`src/rtl/imem_loader.sv`:
```
// imem_loader
//   Packs an incoming byte stream into little-endian 32-bit instruction words
//   and writes them into consecutive instruction-memory word slots, starting
//   at BASE_ADDR and stepping by 4 bytes. The CPU is held while a load runs.
//
// Ports
//   clk, reset           clock; synchronous active-high reset
//   start                pulse; begins a load from IDLE or DONE
//   in_valid/in_data     byte stream, accepted when in_valid & in_ready
//   in_last              final byte of the stream (qualified by in_valid)
//   in_ready             loader can take a byte (LOAD state only)
//   imem_we              one-cycle write strobe per assembled word
//   imem_waddr           byte address of the word being written (held after)
//   imem_wdata           word being written (held after)
//   cpu_hold, busy       high while loading or writing
//   done                 level; load finished
//   error                sticky; stream ended on a partial word
//   word_count           words written in the current load
module imem_loader #(
  parameter logic [31:0] BASE_ADDR = 32'h0,
  parameter int          MAX_WORDS = 64,
  parameter int          CNT_W     = 16
) (
  input  logic             clk,
  input  logic             reset,
  input  logic             start,
  input  logic             in_valid,
  input  logic [7:0]       in_data,
  input  logic             in_last,
  output logic             in_ready,
  output logic             imem_we,
  output logic [31:0]      imem_waddr,
  output logic [31:0]      imem_wdata,
  output logic             cpu_hold,
  output logic             busy,
  output logic             done,
  output logic             error,
  output logic [CNT_W-1:0] word_count
);

  typedef enum logic [1:0] {
    IDLE  = 2'd0,
    LOAD  = 2'd1,
    WRITE = 2'd2,
    DONE  = 2'd3
  } state_t;

  localparam logic [CNT_W-1:0] MAX_CNT = CNT_W'(MAX_WORDS);

  state_t            state_reg, state_next;
  logic [31:0]       addr_reg, addr_next;
  logic [31:0]       word_reg, word_next;
  logic [1:0]        byte_idx_reg, byte_idx_next;
  logic              last_seen_reg, last_seen_next;
  logic [CNT_W-1:0]  count_reg, count_next;
  logic              error_reg, error_next;
  logic [31:0]       waddr_reg, waddr_next;
  logic [31:0]       wdata_reg, wdata_next;

  // Assembly word with the current input byte dropped into its lane.
  logic [31:0]       word_loaded;

  for (genvar gi = 0; gi < 4; gi++) begin : g_lane
    assign word_loaded[8*gi +: 8] = (byte_idx_reg == 2'(gi)) ? in_data
                                                              : word_reg[8*gi +: 8];
  end

  always_ff @(posedge clk) begin
    if (reset) begin
      state_reg     <= IDLE;
      addr_reg      <= '0;
      word_reg      <= '0;
      byte_idx_reg  <= '0;
      last_seen_reg <= 1'b0;
      count_reg     <= '0;
      error_reg     <= 1'b0;
      waddr_reg     <= '0;
      wdata_reg     <= '0;
    end else begin
      state_reg     <= state_next;
      addr_reg      <= addr_next;
      word_reg      <= word_next;
      byte_idx_reg  <= byte_idx_next;
      last_seen_reg <= last_seen_next;
      count_reg     <= count_next;
      error_reg     <= error_next;
      waddr_reg     <= waddr_next;
      wdata_reg     <= wdata_next;
    end
  end

  always_comb begin
    state_next     = state_reg;
    addr_next      = addr_reg;
    word_next      = word_reg;
    byte_idx_next  = byte_idx_reg;
    last_seen_next = last_seen_reg;
    count_next     = count_reg;
    error_next     = error_reg;
    waddr_next     = waddr_reg;
    wdata_next     = wdata_reg;
    in_ready       = 1'b0;
    imem_we        = 1'b0;

    case (state_reg)
      IDLE, DONE: begin
        if (start) begin
          state_next     = LOAD;
          addr_next      = BASE_ADDR;
          word_next      = '0;
          byte_idx_next  = '0;
          last_seen_next = 1'b0;
          count_next     = '0;
          error_next     = 1'b0;
        end
      end

      LOAD: begin
        in_ready = 1'b1;
        if (in_valid) begin
          word_next     = word_loaded;
          byte_idx_next = byte_idx_reg + 2'd1;
          if (in_last) begin
            last_seen_next = 1'b1;
            // Upper lanes of a short final word stay zero; flag it.
            if (byte_idx_reg != 2'd3) error_next = 1'b1;
          end
          if (byte_idx_reg == 2'd3 || in_last) begin
            state_next = WRITE;
            // Address/data are registered here so they are valid for the
            // whole WRITE cycle and then hold afterwards.
            waddr_next = addr_reg;
            wdata_next = word_loaded;
          end
        end
      end

      WRITE: begin
        imem_we       = 1'b1;
        addr_next     = addr_reg + 32'd4;
        count_next    = count_reg + CNT_W'(1);
        word_next     = '0;
        byte_idx_next = '0;
        if (last_seen_reg || (count_reg + CNT_W'(1)) == MAX_CNT)
          state_next = DONE;
        else
          state_next = LOAD;
      end

      default: state_next = IDLE;
    endcase
  end

  assign busy       = (state_reg == LOAD) || (state_reg == WRITE);
  assign cpu_hold   = busy;
  assign done       = (state_reg == DONE);
  assign error      = error_reg;
  assign word_count = count_reg;
  assign imem_waddr = waddr_reg;
  assign imem_wdata = wdata_reg;

endmodule

```
`config.mk`:
```
export PLATFORM = sky130hd
export DESIGN_NAME = imem_loader
export DESIGN_NICKNAME = d
export VERILOG_FILES = /design/src/rtl/imem_loader.sv
export SDC_FILE = /design/constraint.sdc
export NUM_CORES = 1
export LEC_CHECK = 0
export ABC_CLOCK_PERIOD_IN_PS = 4000
export BUFFER_PORTS_ARGS = -buffer_cell sky130_fd_sc_hd__buf_4
export CAP_MARGIN = 20
export CORE_ASPECT_RATIO = 0.9
export CORE_MARGIN = 10
export CORE_UTILIZATION = 61
export CTS_CLUSTER_DIAMETER = 100
export DETAILED_ROUTE_END_ITERATION = 10
export PLACE_DENSITY = 0.85
export SYNTH_ARGS = -nofsm -noshare
export SYNTH_HDL_FRONTEND = slang
export SYNTH_SLANG_ARGS = --single-unit
```
`constraint.sdc`:
```
create_clock -name clk -period 4 [get_ports clk]
set_input_delay 0.2 -clock clk [delete_from_list [all_inputs] [get_ports clk]]
set_output_delay 0.2 -clock clk [all_outputs]
set_load 0.02 [all_outputs]
```
Word-level counts from Yosys, hierarchy flattened
Cells that the tools add are included.

Mux-type cells: 28. Reductions and logical operators: 14. Equal/unequal tests: 13. Add/sub/neg operators: 3.

Operators by type and width (count): case mux 32 bit (3 select lines) (1); 2-to-1 mux 32 bit (2); case mux 32 bit (2 select lines) (1); adder 32 x 3 -> 32 bit, second input constant (1); 2-to-1 mux 8 bit (4); case mux 16 bit (2 select lines) (1); adder 16 x 1 -> 16 bit, second input constant (1); equality test 16 x 7 -> 1 bit, second input constant (1); 2-to-1 mux 16 bit (1); 2-to-1 mux 2 bit (6); inequality test 2 bit, second input constant (6); case mux 2 bit (3 select lines) (2); equality test 2 bit, second input constant (4); 2-to-1 mux 1 bit (8); AND reduction 3 bit (2); AND reduction 5 bit (1); equality test 2 x 1 -> 1 bit, second input constant (2); zero test 2 bit (2); case mux 1 bit (2 select lines) (2); AND reduction 2 bit (2); AND reduction 4 bit (1); nonzero test 2 bit (2); logical OR 1 bit (3); adder 2 x 1 -> 2 bit, second input constant (1); OR reduction 2 bit (1).

Word-level logic and storage cells: 67. Input bits: 13. Flip-flop bits (word level): 150.

Logic depth before layout (Yosys ltp)
Gate-level depths: netlist of the first run.

Word-level depth: 5. Depth in mapped cells: 9. Mapped depth without buffers: 7.

Least setup slack after synthesis of the first run
OpenSTA, ideal clock, no wires.

Path type: reg2reg. Start point: register state_reg[0]. End point: register addr_reg[31]. Data required time: 3930 ps. Stages on the path, launching flop included: 10. Buffers on the path: 2. Arrival time: 2270 ps. Setup slack: 1660 ps. Setup time: 70 ps. Cell sequence: dfxtp_1 > inv_1 > ha_1 > clkbuf_1 > mux2_2 > nand3_1 > or4_1 > buf_2 > or3_1 > a21oi_1.

Longest elaborated chain between the ends: 4. Elaborated cells between the ends (all ways): 8.

RTL lines: start, declared (line 50) `state_t state_reg, state_next;`; start signal, assigned (line 80) `state_reg <= state_next;`; equality test 2 bit or zero test 2 bit (tied branches) (line 105) `case (state_reg)`; OR reduction 2 bit (line 105); inequality test 2 bit (no line) or nonzero test 2 bit (tied branches); AND reduction 2 bit (no line); end signal, assigned (line 81) `addr_reg <= addr_next;`; end, declared (line 51) `logic [31:0] addr_reg, addr_next;`.

Parallel ways exist; a longest one is shown, timed or not. A chain may end at the register's enable or synchronous reset.

Final worst setup path of the first run
Start point: register state_reg[0]. End point: register addr_reg[28].

Same word-level chain as after synthesis.

==> results of run 1 <==
## per-stage QoR
stage                     cell area [um2]  worst slack [ns]
after detailed placement             6990              1.32
after floorplan                      6310              1.66
after global routing                 7610              1.04
final                                7610              1.27
after CTS                            7610              1.27
after global placement               6990              1.48
## how the worst max path moves through the flow
stage                               start             to  slack (ns)  cells past startpoint
after detailed placement  byte_idx_reg[0]  imem_wdata[7]        1.32                      6
after floorplan              state_reg[0]   addr_reg[31]        1.66                      9
after CTS                 byte_idx_reg[0]  imem_wdata[2]        1.27                      6
after global routing      byte_idx_reg[1]  imem_wdata[2]        1.04                      6
final                        state_reg[0]   addr_reg[28]        1.27                      7
after global placement       state_reg[0]   addr_reg[31]        1.48                      7
## worst reg2reg max path: stages, from the launching register on
cell and delay, ns:
dfxtp_1 0.41, inv_1 0.07, ha_1 0.38, mux2_2 0.41
nand3_1 0.22, or4_1 0.65, or3_1 0.35, a21oi_1 0.17
## cells by family (layout without fill, tap and decap cells)
logic type | after synthesis | in the layout | share of synthesized area (%)
muxes | 36 | 36 | 5.73
other | 1 | 2 | 0.0594
AOI/OAI and AO/OA | 172 | 172 | 17.2
xor gates and xnor gates | 19 | 19 | 2.64
and+or+nand+nor | 292 | 292 | 21.1
DFF | 146 | 146 | 46.3
buffers and inverters | 75 | 142 | 4.78
adders and majority gates | 11 | 11 | 2.18
## power groups by stage
stage / Sequential, uW / Combinational, uW / Clock [uW]
after floorplan: 1570 / 231 / 0
after global placement: 1540 / 366 / 0
after detailed placement: 1540 / 379 / 0
after CTS: 1510 / 384 / 1670
after global routing: 1520 / 424 / 1750
final: 1510 / 387 / 1660
## routing by layer
layer / part of all wire, % / vias up / global-route usage, %
met5: 0 / - / 0
met4: 1.1 / 0 / 5.91
met3: 8.2 / 26 / 7.89
met2: 47 / 210 / 35.4
met1: 43 / 2663 / 27.0
li1: - / 2743 / -
## synth_stat cells, types with 2 or more instances
cell,number,area share [%]
a211oi_1,36,4.3
a21oi_1,55,4.4
a22oi_1,40,4.8
a311oi_1,2,0.28
a31o_2,2,0.28
a31oi_1,5,0.50
and2_1,7,0.69
and3_1,10,0.99
and4_1,4,0.56
buf_1,2,0.12
buf_4,3,0.36
clkbuf_1,57,3.4
dfxtp_1,146,46
ha_1,11,2.2
inv_1,11,0.65
mux2i_1,35,5.6
nand2_1,88,5.2
nand3_1,16,1.3
nand3b_1,2,0.24
nand4_1,9,0.89
nor2_1,112,6.7
nor2b_1,2,0.20
nor3_1,8,0.63
nor4_1,9,0.89
o21ai_0,27,2.1
or2_2,2,0.20
or3_1,14,1.4
or4_1,3,0.36
xnor2_1,10,1.4
xor2_1,9,1.2
## layout make-up
type                            instances  area share, %
Sequential cell                       146           38.4
Timing Repair Buffer                  100           10.0
Clock buffer                           21           6.05
Tap cell                              129           2.12
Multi-Input combinational cell        532           40.8
Inverter                               11          0.543
Clock inverter                         10           2.06
==> metrics.csv, run 1 <==
stage,metric,value,unit
setup_path,regToRegStartpoint,state_reg[0],
global_routing,grt_pass1_vias,5491,
clock_tree,path_clk_slew,0.06,ns
cells_and_area,num-nets-final,832,
power,clockPowerShare,46.6,%
min_path,hold_class,in2reg,
min_path,hold_start,in_data[5],
min_path,whs_endpoint,word_reg[5],
placed_design,gp_congestion,0.861,
power,combPwrFrac,10.9,%
sta,rsz0062_at_grt,false,
floorplan,ios,99,
yosys,yosysWarnings,0,
detailed_routing,antenna_left,0,
clock_tree,cts_tree,done,
power,p_total,3560,uW
setup_path,reg2regPathDepth,7,
clock_tree,cts_setup_buffers,0,
power,switching_share,24.5,%
clock_tree,clockBufferDepth,2,
detailed_routing,wirelength,16100,um
sta,min_period,2.73,ns
floorplan,fp.dieW,127,um
min_path,holdPathStages,3,
sta,tns,0,ns
yosys,yosysSeqAreaShare,46.3,%
cells_and_area,regArea,2920,um2
clock_tree,clock-sinks,146,
yosys,synth.distinct_cells,45,
yosys,ys_async_sr_fraction,0,%
sta,slew_viol_final,0,
setup_path,r2r-end,addr_reg[28],
sta,max_freq,0.366,GHz
clock_tree,cts_made_buffers,17,
power,switchingPower,872,uW
placed_design,dp_hpwl,10800,um
detailed_routing,first_iter_violations,623,
sta,finalClockSkew,0.00455,ns
power,seq_power_share,42.5,%
flow_run,maxCapViolations,0,
power,peakVddDrop,366,uV
global_routing,grt_pass1_wl,26800,um
sta,period_share,68.3,%
floorplan,rows,35,
cells_and_area,final_common_cell,dfxtp_1,
global_routing,grt_max_degree,70,
yosys,ys_seq_elements,146,
setup_path,critPathRequiredTime,4.33,ns
yosys,dominantRegCellSynth,dfxtp_1,
floorplan,die_h,116,um
detailed_routing,viasPerCell,5.95,
setup_path,cp.buffers_inverters,1,
clock_tree,cts-htree-levels,4,
setup_path,critPathKind,reg2reg,
setup_path,cp_top_family,simple AND/OR/NAND/NOR gates,
cells_and_area,drive_gt1_share,17.1,%
setup_path,cp_max_fo,13,
setup_path,end_kind,flip-flop,
detailed_routing,dr.pass1.iters,5,
status,status,finished clean,
cells_and_area,area.growth.synth_to_final,20.5,%
detailed_routing,drc,0,
sta,hold_violations,0,
power,power_density,467,nW/um2
floorplan,initial_core_util,62.1,%
cells_and_area,num-fill-cells,733,
setup_path,cp_slowest_cell,or4_1,
setup_path,cpPeakStageDelay,0.65,ns
cells_and_area,fin_util,74.9,%
global_routing,antenna_found_initial,0,
detailed_routing,drt-wirelength-per-cell,17.0,um
yosys,netlist_area,6310,um2
cells_and_area,n_antenna_cell,0,
yosys,synth_edf_count,0,
sta,setup_viol,0,
sta,worstMarginPinSlew,0.934,ns
cells_and_area,fin_cells,949,
detailed_routing,vias,5642,
sta,slew_headroom,37.7,%
clock_tree,clk_latency,0.42,ns
placed_design,io_buffers,96,
floorplan,fp.coreArea,10200,um2
clock_tree,hold_buffers,0,
power,intPower,2680,uW
yosys,syn_avg_cell_area,8.39,um2
setup_path,path_cells,inv_1 -> ha_1 -> mux2_2 -> nand3_1 -> or4_1 -> or3_1 -> a21oi_1,
cells_and_area,multi_input_area,3100,um2
floorplan,die-area,14800,um2
power,p_leak,0.00284,uW
sta,fin_hold_ws,0.130,ns
clock_tree,cts-root-buf,clkbuf_16,
global_routing,overflow,0,
placed_design,dp_cells,918,
clock_tree,cts-resized-gates,0,
global_routing,grt_usage,21.8,%
setup_path,r2r_slack,1.27,ns
setup_path,cp-start-kind,flip-flop,
cells_and_area,final_cell_mix,"146 x dfxtp_1, 111 x nor2_1, 99 x buf_4, 88 x nand2_1, 55 x a21oi_1",
setup_path,worstPathArrival,3.06,ns
yosys,syn_inst,752,
Note: power is estimated with default switching activity, not from simulation.
==> run 2: changes to the inputs <==
==> config.mk (replaced) <==
export PLATFORM = sky130hd
export DESIGN_NAME = imem_loader
export DESIGN_NICKNAME = d
export VERILOG_FILES = /design/src/rtl/imem_loader.sv
export SDC_FILE = /design/constraint.sdc
export NUM_CORES = 1
export LEC_CHECK = 0
export ABC_CLOCK_PERIOD_IN_PS = 2350
export BUFFER_PORTS_ARGS = -buffer_cell sky130_fd_sc_hd__buf_4
export CAP_MARGIN = 20
export CORE_ASPECT_RATIO = 0.9
export CORE_MARGIN = 10
export CORE_UTILIZATION = 51
export CTS_CLUSTER_DIAMETER = 100
export DETAILED_ROUTE_END_ITERATION = 10
export PLACE_DENSITY = 0.76
export SYNTH_ARGS = -nofsm -noshare
export SYNTH_HDL_FRONTEND = slang
export SYNTH_SLANG_ARGS = --single-unit
==> constraint.sdc (replaced) <==
create_clock -name clk -period 2.35 [get_ports clk]
set_input_delay 0.1175 -clock clk [delete_from_list [all_inputs] [get_ports clk]]
set_output_delay 0.1175 -clock clk [all_outputs]
set_load 0.02 [all_outputs]
==> metrics.csv, run 2 (same netlist as run 1, synthesis figures left out) <==
stage,metric,value,unit,change
min_path,hold_class,in2reg,,unchanged
floorplan,ios,99,,unchanged
setup_path,end_kind,flip-flop,,unchanged
placed_design,dp_hpwl,11200,um,was 10800 um
setup_path,path_cells,inv_1 -> ha_1 -> mux2_2 -> nand3_2 -> or4_4 -> or3_1 -> a21oi_1,,was inv_1 -> ha_1 -> mux2_2 -> nand3_1 -> or4_1 -> or3_1 -> a21oi_1
setup_path,cp-start-kind,flip-flop,,unchanged
sta,setup_viol,0,,unchanged
sta,setup_slack,0.117,ns,was 1.27 ns
setup_path,cp_max_fo,7,,was 13
cells_and_area,num-nets-final,849,,was 832
global_routing,antenna_found_initial,0,,unchanged
detailed_routing,antenna_left,0,,unchanged
setup_path,reg2regPathDepth,7,,unchanged
sta,max_freq,0.448,GHz,was 0.366 GHz
flow_run,maxCapViolations,0,,unchanged
min_path,hold_start,in_data[0],,was in_data[5]
power,peakVddDrop,445,uV,was 366 uV
setup_path,critPathKind,reg2reg,,unchanged
sta,slew_headroom,32.0,%,was 37.7%
placed_design,dp_cells,965,,was 918
sta,min_period,2.23,ns,was 2.73 ns
floorplan,fp.dieW,137,um,was 127 um
floorplan,die-area,17200,um2,was 14800 um2
setup_path,regToRegStartpoint,state_reg[0],,unchanged
detailed_routing,wirelength,16400,um,was 16100 um
clock_tree,cts_made_buffers,17,,unchanged
detailed_routing,dr.pass1.iters,5,,unchanged
clock_tree,cts-htree-levels,4,,unchanged
floorplan,rows,38,,was 35
power,power_density,813,nW/um2,was 467 nW/um2
setup_path,cp_top_family,simple AND/OR/NAND/NOR gates,,unchanged
cells_and_area,final_cell_mix,"145 x dfxtp_1, 116 x buf_4, 111 x nor2_1, 88 x nand2_1, 55 x a21oi_1",,"was 146 x dfxtp_1, 111 x nor2_1, 99 x buf_4, 88 x nand2_1, 55 x a21oi_1"
global_routing,grtUsageMet3,6.41,%,was 7.89%
clock_tree,path_clk_slew,0.06,ns,about the same
clock_tree,cts_tree,done,,unchanged
setup_path,crit_cells,7,,unchanged
setup_path,cp.buffers_inverters,1,,unchanged
setup_path,cpPeakStageDelay,0.55,ns,was 0.65 ns
global_routing,grt_pass1_vias,5472,,was 5491
global_routing,use_met2,30.2,%,was 35.4%
detailed_routing,drc,0,,unchanged
sta,slew_viol_final,0,,unchanged
cells_and_area,area.growth.synth_to_final,24.4,%,was 20.5%
floorplan,fp.coreArea,12100,um2,was 10200 um2
global_routing,overflow,0,,unchanged
sta,period_share,95.0,%,was 68.3%
min_path,whs_endpoint,word_reg[16],,was word_reg[5]
cells_and_area,fin_cells,998,,was 949
setup_path,critPathRequiredTime,2.70,ns,was 4.33 ns
status,status,finished clean,,unchanged
cells_and_area,final_common_cell,dfxtp_1,,unchanged
detailed_routing,drt-wirelength-per-cell,16.4,um,was 17.0 um
detailed_routing,vias,5627,,was 5642
min_path,holdPathStages,3,,unchanged
global_routing,grtUsageMet1,23.6,%,was 27.0%
power,p_leak,0.00294,uW,was 0.00284 uW
cells_and_area,n_antenna_cell,0,,unchanged
cells_and_area,multi_input_area,3120,um2,was 3100 um2
setup_path,worstPathArrival,2.58,ns,was 3.06 ns
cells_and_area,drive_gt1_share,19.7,%,was 17.1%
floorplan,die_h,126,um,was 116 um
placed_design,io_buffers,96,,unchanged
placed_design,place_ws,-0.0551,ns,was 1.32 ns
floorplan,initial_core_util,52.3,%,was 62.1%
cells_and_area,regArea,2920,um2,about the same
global_routing,grt_usage,19.2,%,was 21.8%
global_routing,gr-max-usage-layer,met2,,unchanged
clock_tree,cts-root-buf,clkbuf_16,,unchanged
setup_path,cp_slowest_cell,or4_4,,was or4_1
setup_path,r2r_slack,0.12,ns,was 1.27 ns
clock_tree,hold_buffers,0,,unchanged
detailed_routing,viasPerCell,5.64,,was 5.95
detailed_routing,first_iter_violations,461,,was 623
sta,rsz0062_at_grt,false,,unchanged
cells_and_area,num-fill-cells,1007,,was 733
setup_path,r2r-end,addr_reg[26],,was addr_reg[28]
clock_tree,clock-sinks,146,,unchanged
clock_tree,clockBufferDepth,2,,unchanged
global_routing,grt_pass1_wl,26900,um,was 26800 um
sta,hold_violations,0,,unchanged
cells_and_area,fin_util,65.0,%,was 74.9%
global_routing,grt_max_degree,47,,was 70
placed_design,gp_congestion,0.883,,was 0.861
clock_tree,clk_latency,0.42,ns,about the same
sta,worstMarginPinSlew,1.02,ns,was 0.934 ns
sta,finalClockSkew,0.00492,ns,was 0.00455 ns
clock_tree,cts_setup_buffers,0,,unchanged
[run 2: changes by cell type in the layout (fill, tap and decap cells not counted), sizes merged]
cell      change
clkinv        -2
buf          +16
nor2          +1
clkinvlp      +2
bufinv        +2
clkbuf        -1
[run 2: repair_timing]
item / CTS / global route
pin swaps: 1 / 1
cloned: 1 / 0
resized for setup: 1 / 5
setup endpoints to repair: 10 / 34
[run 2: cell type report]
class                           instances  share of cell area [%]
Tap cell                              160                    2.55
Sequential cell                       146                    37.2
Inverter                               11                   0.526
Clock inverter                         12                    2.87
Clock buffer                           20                    5.95
Timing Repair Buffer                  116                    11.1
Multi-Input combinational cell        533                    39.8
[run 2: power by group]
group | total [uW] | leakage (uW) | internal [uW] | switching, uW
sequential | 2570 | 0.00118 | 2530 | 36.2
clock | 3120 | 0.000329 | 2080 | 1040
combinational | 696 | 0.00144 | 239 | 457
total | 6380 | 0.00294 | 4850 | 1530
[run 2: per-stage QoR]
stage | area [um2] | power, uW | hold slack, ns | TNS [ns]
finish | 7850 | 6380 | 0.0471 | 0
floorplan | 6310 | 3060 | 0.357 | 0
detailed placement | 7140 | 3310 | 0.447 | -0.203
CTS | 7840 | 6430 | 0.0277 | 0
global placement | 7140 | 3280 | 0.445 | 0
global route | 7850 | 6590 | 0.0539 | 0
[run 2: how the worst max path moves through the flow]
stage,from,endpoint
final,state_reg[0],addr_reg[26]
after global routing,state_reg[0],word_count[14]
after CTS,state_reg[0],addr_reg[30]
after detailed placement,state_reg[0],addr_reg[30]
after global placement,state_reg[0],addr_reg[26]
after floorplan,state_reg[0],addr_reg[31]
[run 2: worst register-to-register path, cell delays in order, from the launching register on]
cell	delay (ns)
dfxtp_2	0.37
inv_1	0.05
ha_1	0.31
mux2_2	0.27
nand3_2	0.13
or4_4	0.55
or3_1	0.34
a21oi_1	0.15
[run 2: per-layer routing]
metal  up-vias  routed length [um]
met5         -                   0
met4         0                 161
met3        15                1330
met2       180                7750
met1      2655                7170
li1       2777                   -
